## src/rtl/datapath_arb_pkg.sv

```systemverilog
// Shared definitions for the round-robin datapath arbiter.
// Holds the arbiter FSM state encoding, the default sizing parameters
// and the width of a grant index at the default requester count.
package datapath_arb_pkg;

    localparam int NUM_REQ_DEF       = 4;
    localparam int DATA_W_DEF        = 16;
    localparam int WARMUP_CYCLES_DEF = 4;
    localparam int GRANT_W           = $clog2(NUM_REQ_DEF);

    typedef enum logic [1:0] {
        WARMUP = 2'd0,
        ARB    = 2'd1,
        HOLD   = 2'd2
    } arb_state_e;

endpackage

```

## src/rtl/rr_priority_picker.sv

```systemverilog
// Combinational round-robin priority picker.
// Searches the request vector cyclically, starting at rr_ptr, and returns
// the first set bit as a one-hot grant plus its binary index.
// Ports:
//   req         in   NUM_REQ  request vector
//   rr_ptr      in   IDX_W    index where the search starts
//   grant       out  NUM_REQ  one-hot grant (all zero if no request)
//   grant_idx   out  IDX_W    index of the granted bit
//   grant_valid out  1        at least one request was found
module rr_priority_picker
    import datapath_arb_pkg::*;
#(
    parameter int NUM_REQ = NUM_REQ_DEF,
    parameter int IDX_W   = GRANT_W
) (
    input  logic [NUM_REQ-1:0] req,
    input  logic [IDX_W-1:0]   rr_ptr,
    output logic [NUM_REQ-1:0] grant,
    output logic [IDX_W-1:0]   grant_idx,
    output logic               grant_valid
);

    logic [IDX_W:0]   sum_s;
    logic [IDX_W-1:0] cand_s;
    logic             hit_s;
    logic             found_s;

    // Cyclic first-set search: candidate index wraps modulo NUM_REQ so any requester count works
    always_comb begin
        grant     = '0;
        grant_idx = '0;
        found_s   = 1'b0;
        sum_s     = '0;
        cand_s    = '0;
        hit_s     = 1'b0;
        for (int i = 0; i < NUM_REQ; i++) begin
            sum_s = {1'b0, rr_ptr} + (IDX_W+1)'(i);
            if (sum_s >= (IDX_W+1)'(NUM_REQ)) begin
                cand_s = IDX_W'(sum_s - (IDX_W+1)'(NUM_REQ));
            end else begin
                cand_s = sum_s[IDX_W-1:0];
            end
            hit_s          = ~found_s & req[cand_s];
            grant[cand_s]  = grant[cand_s] | hit_s;
            grant_idx      = hit_s ? cand_s : grant_idx;
            found_s        = found_s | hit_s;
        end
    end

    assign grant_valid = found_s;

endmodule

```

## src/rtl/datapath_rr_arbiter.sv

```systemverilog
// Round-robin arbiter that funnels NUM_REQ requester words into one
// registered output word. After reset it idles WARMUP_CYCLES cycles, then
// accepts one word at a time (ARB), holds it until downstream takes it
// (HOLD), and advances the round-robin pointer past the served requester.
// Ports:
//   clk         in   1               rising-edge clock
//   sync_rst    in   1               synchronous active-high reset
//   req_valid   in   NUM_REQ         per-requester word available
//   req_data    in   NUM_REQ*DATA_W  requester i word at [i*DATA_W +: DATA_W]
//   req_ready   out  NUM_REQ         one-hot accept strobe (combinational)
//   out_data    out  DATA_W          registered word toward the datapath
//   out_valid   out  1               out_data valid
//   out_ready   in   1               downstream accepts out_data
//   grant_id    out  clog2(NUM_REQ)  source of the current out_data
//   xfer_count  out  16              completed transfers since reset
module datapath_rr_arbiter
    import datapath_arb_pkg::*;
#(
    parameter int NUM_REQ       = NUM_REQ_DEF,
    parameter int DATA_W        = DATA_W_DEF,
    parameter int WARMUP_CYCLES = WARMUP_CYCLES_DEF
) (
    input  logic                       clk,
    input  logic                       sync_rst,
    input  logic [NUM_REQ-1:0]         req_valid,
    input  logic [NUM_REQ*DATA_W-1:0]  req_data,
    output logic [NUM_REQ-1:0]         req_ready,
    output logic [DATA_W-1:0]          out_data,
    output logic                       out_valid,
    input  logic                       out_ready,
    output logic [$clog2(NUM_REQ)-1:0] grant_id,
    output logic [15:0]                xfer_count
);

    localparam int IDX_W  = $clog2(NUM_REQ);
    localparam int WCNT_W = $clog2(WARMUP_CYCLES + 1);
    localparam logic [WCNT_W-1:0] WARM_LAST = WCNT_W'(WARMUP_CYCLES - 1);
    localparam logic [IDX_W-1:0]  IDX_LAST  = IDX_W'(NUM_REQ - 1);

    arb_state_e         state_r;
    arb_state_e         state_nxt_s;
    logic [WCNT_W-1:0]  wcnt_r;
    logic [IDX_W-1:0]   rr_ptr_r;
    logic [DATA_W-1:0]  out_data_r;
    logic               out_valid_r;
    logic [IDX_W-1:0]   grant_id_r;
    logic [15:0]        xfer_cnt_r;

    logic [NUM_REQ-1:0] pick_grant_s;
    logic [IDX_W-1:0]   pick_idx_s;
    logic               pick_valid_s;
    logic [DATA_W-1:0]  sel_data_s;
    logic               accept_s;
    logic               release_s;

    rr_priority_picker #(
        .NUM_REQ (NUM_REQ),
        .IDX_W   (IDX_W)
    ) u_picker (
        .req         (req_valid),
        .rr_ptr      (rr_ptr_r),
        .grant       (pick_grant_s),
        .grant_idx   (pick_idx_s),
        .grant_valid (pick_valid_s)
    );

    // One-hot AND-OR mux of the granted requester's word
    always_comb begin
        sel_data_s = '0;
        for (int i = 0; i < NUM_REQ; i++) begin
            sel_data_s = sel_data_s | ({DATA_W{pick_grant_s[i]}} & req_data[i*DATA_W +: DATA_W]);
        end
    end

    // Next-state decode and handshake strobes; req_ready is masked while reset is asserted
    always_comb begin
        state_nxt_s = state_r;
        accept_s    = 1'b0;
        release_s   = 1'b0;
        req_ready   = '0;
        case (state_r)
            WARMUP: begin
                if (wcnt_r == WARM_LAST) begin
                    state_nxt_s = ARB;
                end else begin
                    state_nxt_s = WARMUP;
                end
            end
            ARB: begin
                if (pick_valid_s && !sync_rst) begin
                    accept_s    = 1'b1;
                    req_ready   = pick_grant_s;
                    state_nxt_s = HOLD;
                end else begin
                    state_nxt_s = ARB;
                end
            end
            HOLD: begin
                if (out_ready) begin
                    release_s   = 1'b1;
                    state_nxt_s = ARB;
                end else begin
                    state_nxt_s = HOLD;
                end
            end
            default: begin
                state_nxt_s = WARMUP;
            end
        endcase
    end

    // FSM state register
    always_ff @(posedge clk) begin
        if (sync_rst) begin
            state_r <= WARMUP;
        end else begin
            state_r <= state_nxt_s;
        end
    end

    // Warm-up counter, output register, round-robin pointer and transfer counter
    always_ff @(posedge clk) begin
        if (sync_rst) begin
            wcnt_r      <= '0;
            rr_ptr_r    <= '0;
            out_data_r  <= '0;
            out_valid_r <= 1'b0;
            grant_id_r  <= '0;
            xfer_cnt_r  <= 16'd0;
        end else begin
            if (state_r == WARMUP && wcnt_r != WARM_LAST) begin
                wcnt_r <= wcnt_r + WCNT_W'(1);
            end
            if (accept_s) begin
                out_data_r  <= sel_data_s;
                grant_id_r  <= pick_idx_s;
                out_valid_r <= 1'b1;
            end else if (release_s) begin
                out_valid_r <= 1'b0;
                rr_ptr_r    <= (grant_id_r == IDX_LAST) ? '0 : grant_id_r + IDX_W'(1);
                xfer_cnt_r  <= xfer_cnt_r + 16'd1;
            end
        end
    end

    assign out_data   = out_data_r;
    assign out_valid  = out_valid_r;
    assign grant_id   = grant_id_r;
    assign xfer_count = xfer_cnt_r;

endmodule
```

## config.mk

```make
export PLATFORM = sky130hd
export DESIGN_NAME = datapath_rr_arbiter
export DESIGN_NICKNAME = d
export VERILOG_FILES = /design/src/rtl/datapath_arb_pkg.sv /design/src/rtl/rr_priority_picker.sv /design/src/rtl/datapath_rr_arbiter.sv
export SDC_FILE = /design/constraint.sdc
export NUM_CORES = 1
export LEC_CHECK = 0
export ABC_AREA = 1
export CAP_MARGIN = 15
export CORE_UTILIZATION = 40
export CTS_CLUSTER_DIAMETER = 40
export DETAILED_ROUTE_END_ITERATION = 10
export GPL_TIMING_DRIVEN = 0
export PLACE_DENSITY = 0.73
export SLEW_MARGIN = 20
export SYNTH_ARGS = -nofsm -noshare
export SYNTH_HDL_FRONTEND = slang
export SYNTH_SLANG_ARGS = --single-unit
```

## constraint.sdc

```tcl
create_clock -name clk -period 5.5 [get_ports clk]
set_input_delay 1.65 -clock clk [delete_from_list [all_inputs] [get_ports clk]]
set_output_delay 1.65 -clock clk [all_outputs]
set_load 0.005 [all_outputs]
```

==> flow_metrics.py <==
metrics = {
    "outcome": {
        "status": "finished, final reports clean",
    },
    "power": {
        "p_leak_nw": 1.98,
        "p_comb_share_pct": 49.4,
        "pwr-share-clk_pct": 18.0,
        "ir_drop_v": 0.000187,
        "power_frac_seq_pct": 32.6,
        "p_int_mw": 0.683,
        "netSwitchingFraction_pct": 38.6,
        "powerDensity_nw_per_um2": 236,
        "power.switching_mw": 0.430,
        "power.total_mw": 1.11,
    },
    "timing": {
        "max_freq_mhz": 183,
        "relSlewSlack_pct": 66.2,
        "setup_viol": 0,
        "post-route-period-util_pct": 99.3,
        "period_needed_ps": 5460,
        "hold_viol": 0,
        "slew_viol_final": 0,
        "fin_worst_skew_ps": 4.02,
        "tightestPinTransition_ps": 507,
    },
    "synthesis": {
        "ys_top_cells_by_area": "dfxtp_1 (28%), nand3_1 (16%), nand2_1 (13%)",
        "postSynthAreaPerCell_sq_um": 6.53,
        "syn_nets": 538,
        "synthCells": 459,
        "yosysWarnings": 0,
        "synth-main-ff-cell": "dfxtp_1",
        "syn_area_sq_um": 3000,
        "yosysUniqueCellTypes": 32,
        "ys_ff_latch": 42,
        "postSynth.asyncResetShare_pct": 0,
        "synth_top_area_share_pct": 28.1,
        "synth_top_area_cell": "dfxtp_1",
        "synth-edff-count": 0,
        "yosysSeqAreaShare_pct": 28.1,
    },
    "worst_setup_path": {
        "worstPathArrival_ps": 5700,
        "slowest_delay_ps": 150,
        "cp_common_cell": "buf_4",
        "cp_max_fo": 2,
        "crit_slowest_cell": "a32o_1",
        "cp.required_ps": 5740,
        "critical_path_class": "input port to flip-flop",
        "start_kind": "input port",
        "endpoint_kind": "flip-flop",
    },
    "floorplanning": {
        "core-area_sq_um": 7250,
        "rows": 31,
        "boundaryPins": 110,
        "die_h_um": 88.5,
        "start_util_pct": 41.3,
        "die_w_um": 88.5,
        "die-area_sq_um": 7840,
    },
    "cells_and_area": {
        "postLayoutCoreUtil_pct": 65.1,
        "n_fill_cell": 656,
        "regArea_sq_um": 841,
        "drive_above_1_share_pct": 21.1,
        "fin_area_sq_um": 4720,
        "multi_input_area_sq_um": 1960,
        "num_antenna_cells": 0,
        "area_growth_syn_to_layout_pct": 57.6,
        "fin_nets": 694,
    },
    "drt": {
        "vias": 3698,
        "drt.antenna.violating_nets": 0,
        "totalWireLength_mm": 10.7,
        "post_drt_wl_per_cell_um": 15.0,
        "drt_first_iter_violations": 166,
        "drc": 0,
        "avgViaCountPerCell": 5.17,
        "firstDrtPassIters": 4,
    },
    "global_routing": {
        "grt-ovfl-total": 0,
        "grt_util_all_layers_pct": 27.3,
        "grt_pass1_vias": 3447,
        "grt_max_degree": 18,
        "antenna_found_initial": 0,
        "grt_pass1_wl_mm": 16.5,
    },
    "place": {
        "gp_congestion": 0.923,
        "dpl_cell_area_sq_um": 4200,
        "detailed_place_hpwl_mm": 7.39,
        "portBuffers": 108,
    },
    "clock_network": {
        "cts_sinks": 42,
        "cts-htree-levels": 2,
        "clk_pin_slew_worst_paths_ps": 80,
        "clk_latency_ps": 290,
        "cts_tree": "yes",
        "cts_buffers": 5,
        "clockBufferDepth": 2,
        "cts_root_buffer": "clkbuf_8",
    },
    "flow_run": {
        "cap_violations": 0,
    },
    "hold_path": {
        "worstHoldPathType": "flip-flop to flip-flop",
    },
}
[final cells by class]
type	count	share of cell area, %
inverters	54	4.64
multi-input cells	345	41.4
repair buffers	155	30.0
clock buffers	6	1.54
clock inverters	2	0.291
well taps	99	2.62
plain buffers	12	1.70
flip-flops and latches	42	17.8
[critical path: cells and delay by family]
family                 cells  cell delay, ps
buffers and inverters     30            3610
AOI/OAI and AO/OA          2             230
and+or+nand+nor            2             190
[synthesized netlist by cell type, types with 2 or more instances]
cell and number:
nor2_1 60, ha_1 8, nand2_1 102, nor3_1 4, o21a_1 3, buf_8 2, buf_2 4, a31oi_1 2
inv_1 45, buf_6 4, nand3_2 17, nand3_1 93, o21ai_0 14, nand2_4 4, dfxtp_1 42, clkinv_1 2
clkbuf_1 7, inv_2 6, xor2_1 2, nand3_4 5, a32o_1 2, nand4_1 6, nor2_2 2, a21oi_1 15
[power groups by stage]
stage               combinational, mW  sequential [mW]  clock, mW
global route                    0.600            0.367      0.217
finish                          0.550            0.363      0.200
global placement                0.479            0.368          0
detailed placement              0.488            0.369          0
CTS                             0.531            0.362      0.202
floorplan                       0.301            0.367          0
[cell usage in the layout, fill, tap and decap left out, types with 7 or more instances in the layout]
cell type | synthesis | routed
o21ai_0 | 14 | 14
clkbuf_1 | 7 | 7
nand2_1 | 102 | 88
clkdlybuf4s50_1 | 0 | 100
dfxtp_1 | 42 | 42
nor2_1 | 60 | 59
inv_1 | 45 | 45
a21oi_1 | 15 | 15
ha_1 | 8 | 8
nand3_1 | 93 | 83
nand2_2 | 1 | 9
nand3_4 | 5 | 7
nand3_2 | 17 | 25
buf_4 | 1 | 46
nand2_4 | 4 | 9
[state kept, by name (all words and copies together), names as in the netlist]
name / count
state_r: 2
wcnt_r: 3
grant_id: 2
out_data: 16
rr_ptr_r: 2
xfer_count: 16
out_valid: 1
[path summary, 6_finish.rpt]
path / start / to / slack [ps] / cells past startpoint
worst min-delay path: xfer_count[15] / xfer_count[15] / 460 / 1
worst max register to register: rr_ptr_r[0] / grant_id[1] / 820 / 33
worst min register to register: xfer_count[15] / xfer_count[15] / 460 / 1
worst max-delay path: req_valid[2] / grant_id[1] / 40 / 34
[stage by stage]
| step | setup TNS [ps] | hold WS (ps) | std cells | setup slack, ps |
|---|---|---|---|---|
| 6_report | 0 | 460 | 715 | 39.1 |
| 5_1_grt | -6.73 | 482 | 715 | -6.73 |
| 4_1_cts | 0 | 460 | 713 | 11.6 |
| 3_5_place_dp | -2870 | 448 | 666 | -815 |
| 3_3_place_gp | -2840 | 445 | 666 | -791 |
| 2_1_floorplan | 0 | 444 | 459 | 560 |
[cells by family after synthesis]
group / share of synthesized area, %
buffers and inverters: 11.5
xor gates and xnor gates: 0.585
adders and majority gates: 3.34
AOI/OAI and AO/OA: 7.98
and+or+nand+nor: 48.5
DFF: 28.1
[layer usage]
metal	up-vias	global-route usage (%)	routed length, um	share of wire [%]
li1	1824	-	-	-
met1	1707	31.2	4450	42
met2	143	48.9	5080	47
met3	24	6.16	867	8.1
met4	0	11.3	305	2.9
met5	-	0	0	0
[what timing repair did]
| action | CTS | global route |
|---|---|---|
| pin swaps | 14 | 19 |
| resized for setup | 41 | 25 |
| hold buffers | 0 | 0 |
| endpoints found under the setup margin | 4 | 5 |
| buffers inserted | 44 | 3 |
Power figures use the tool's default switching activity.
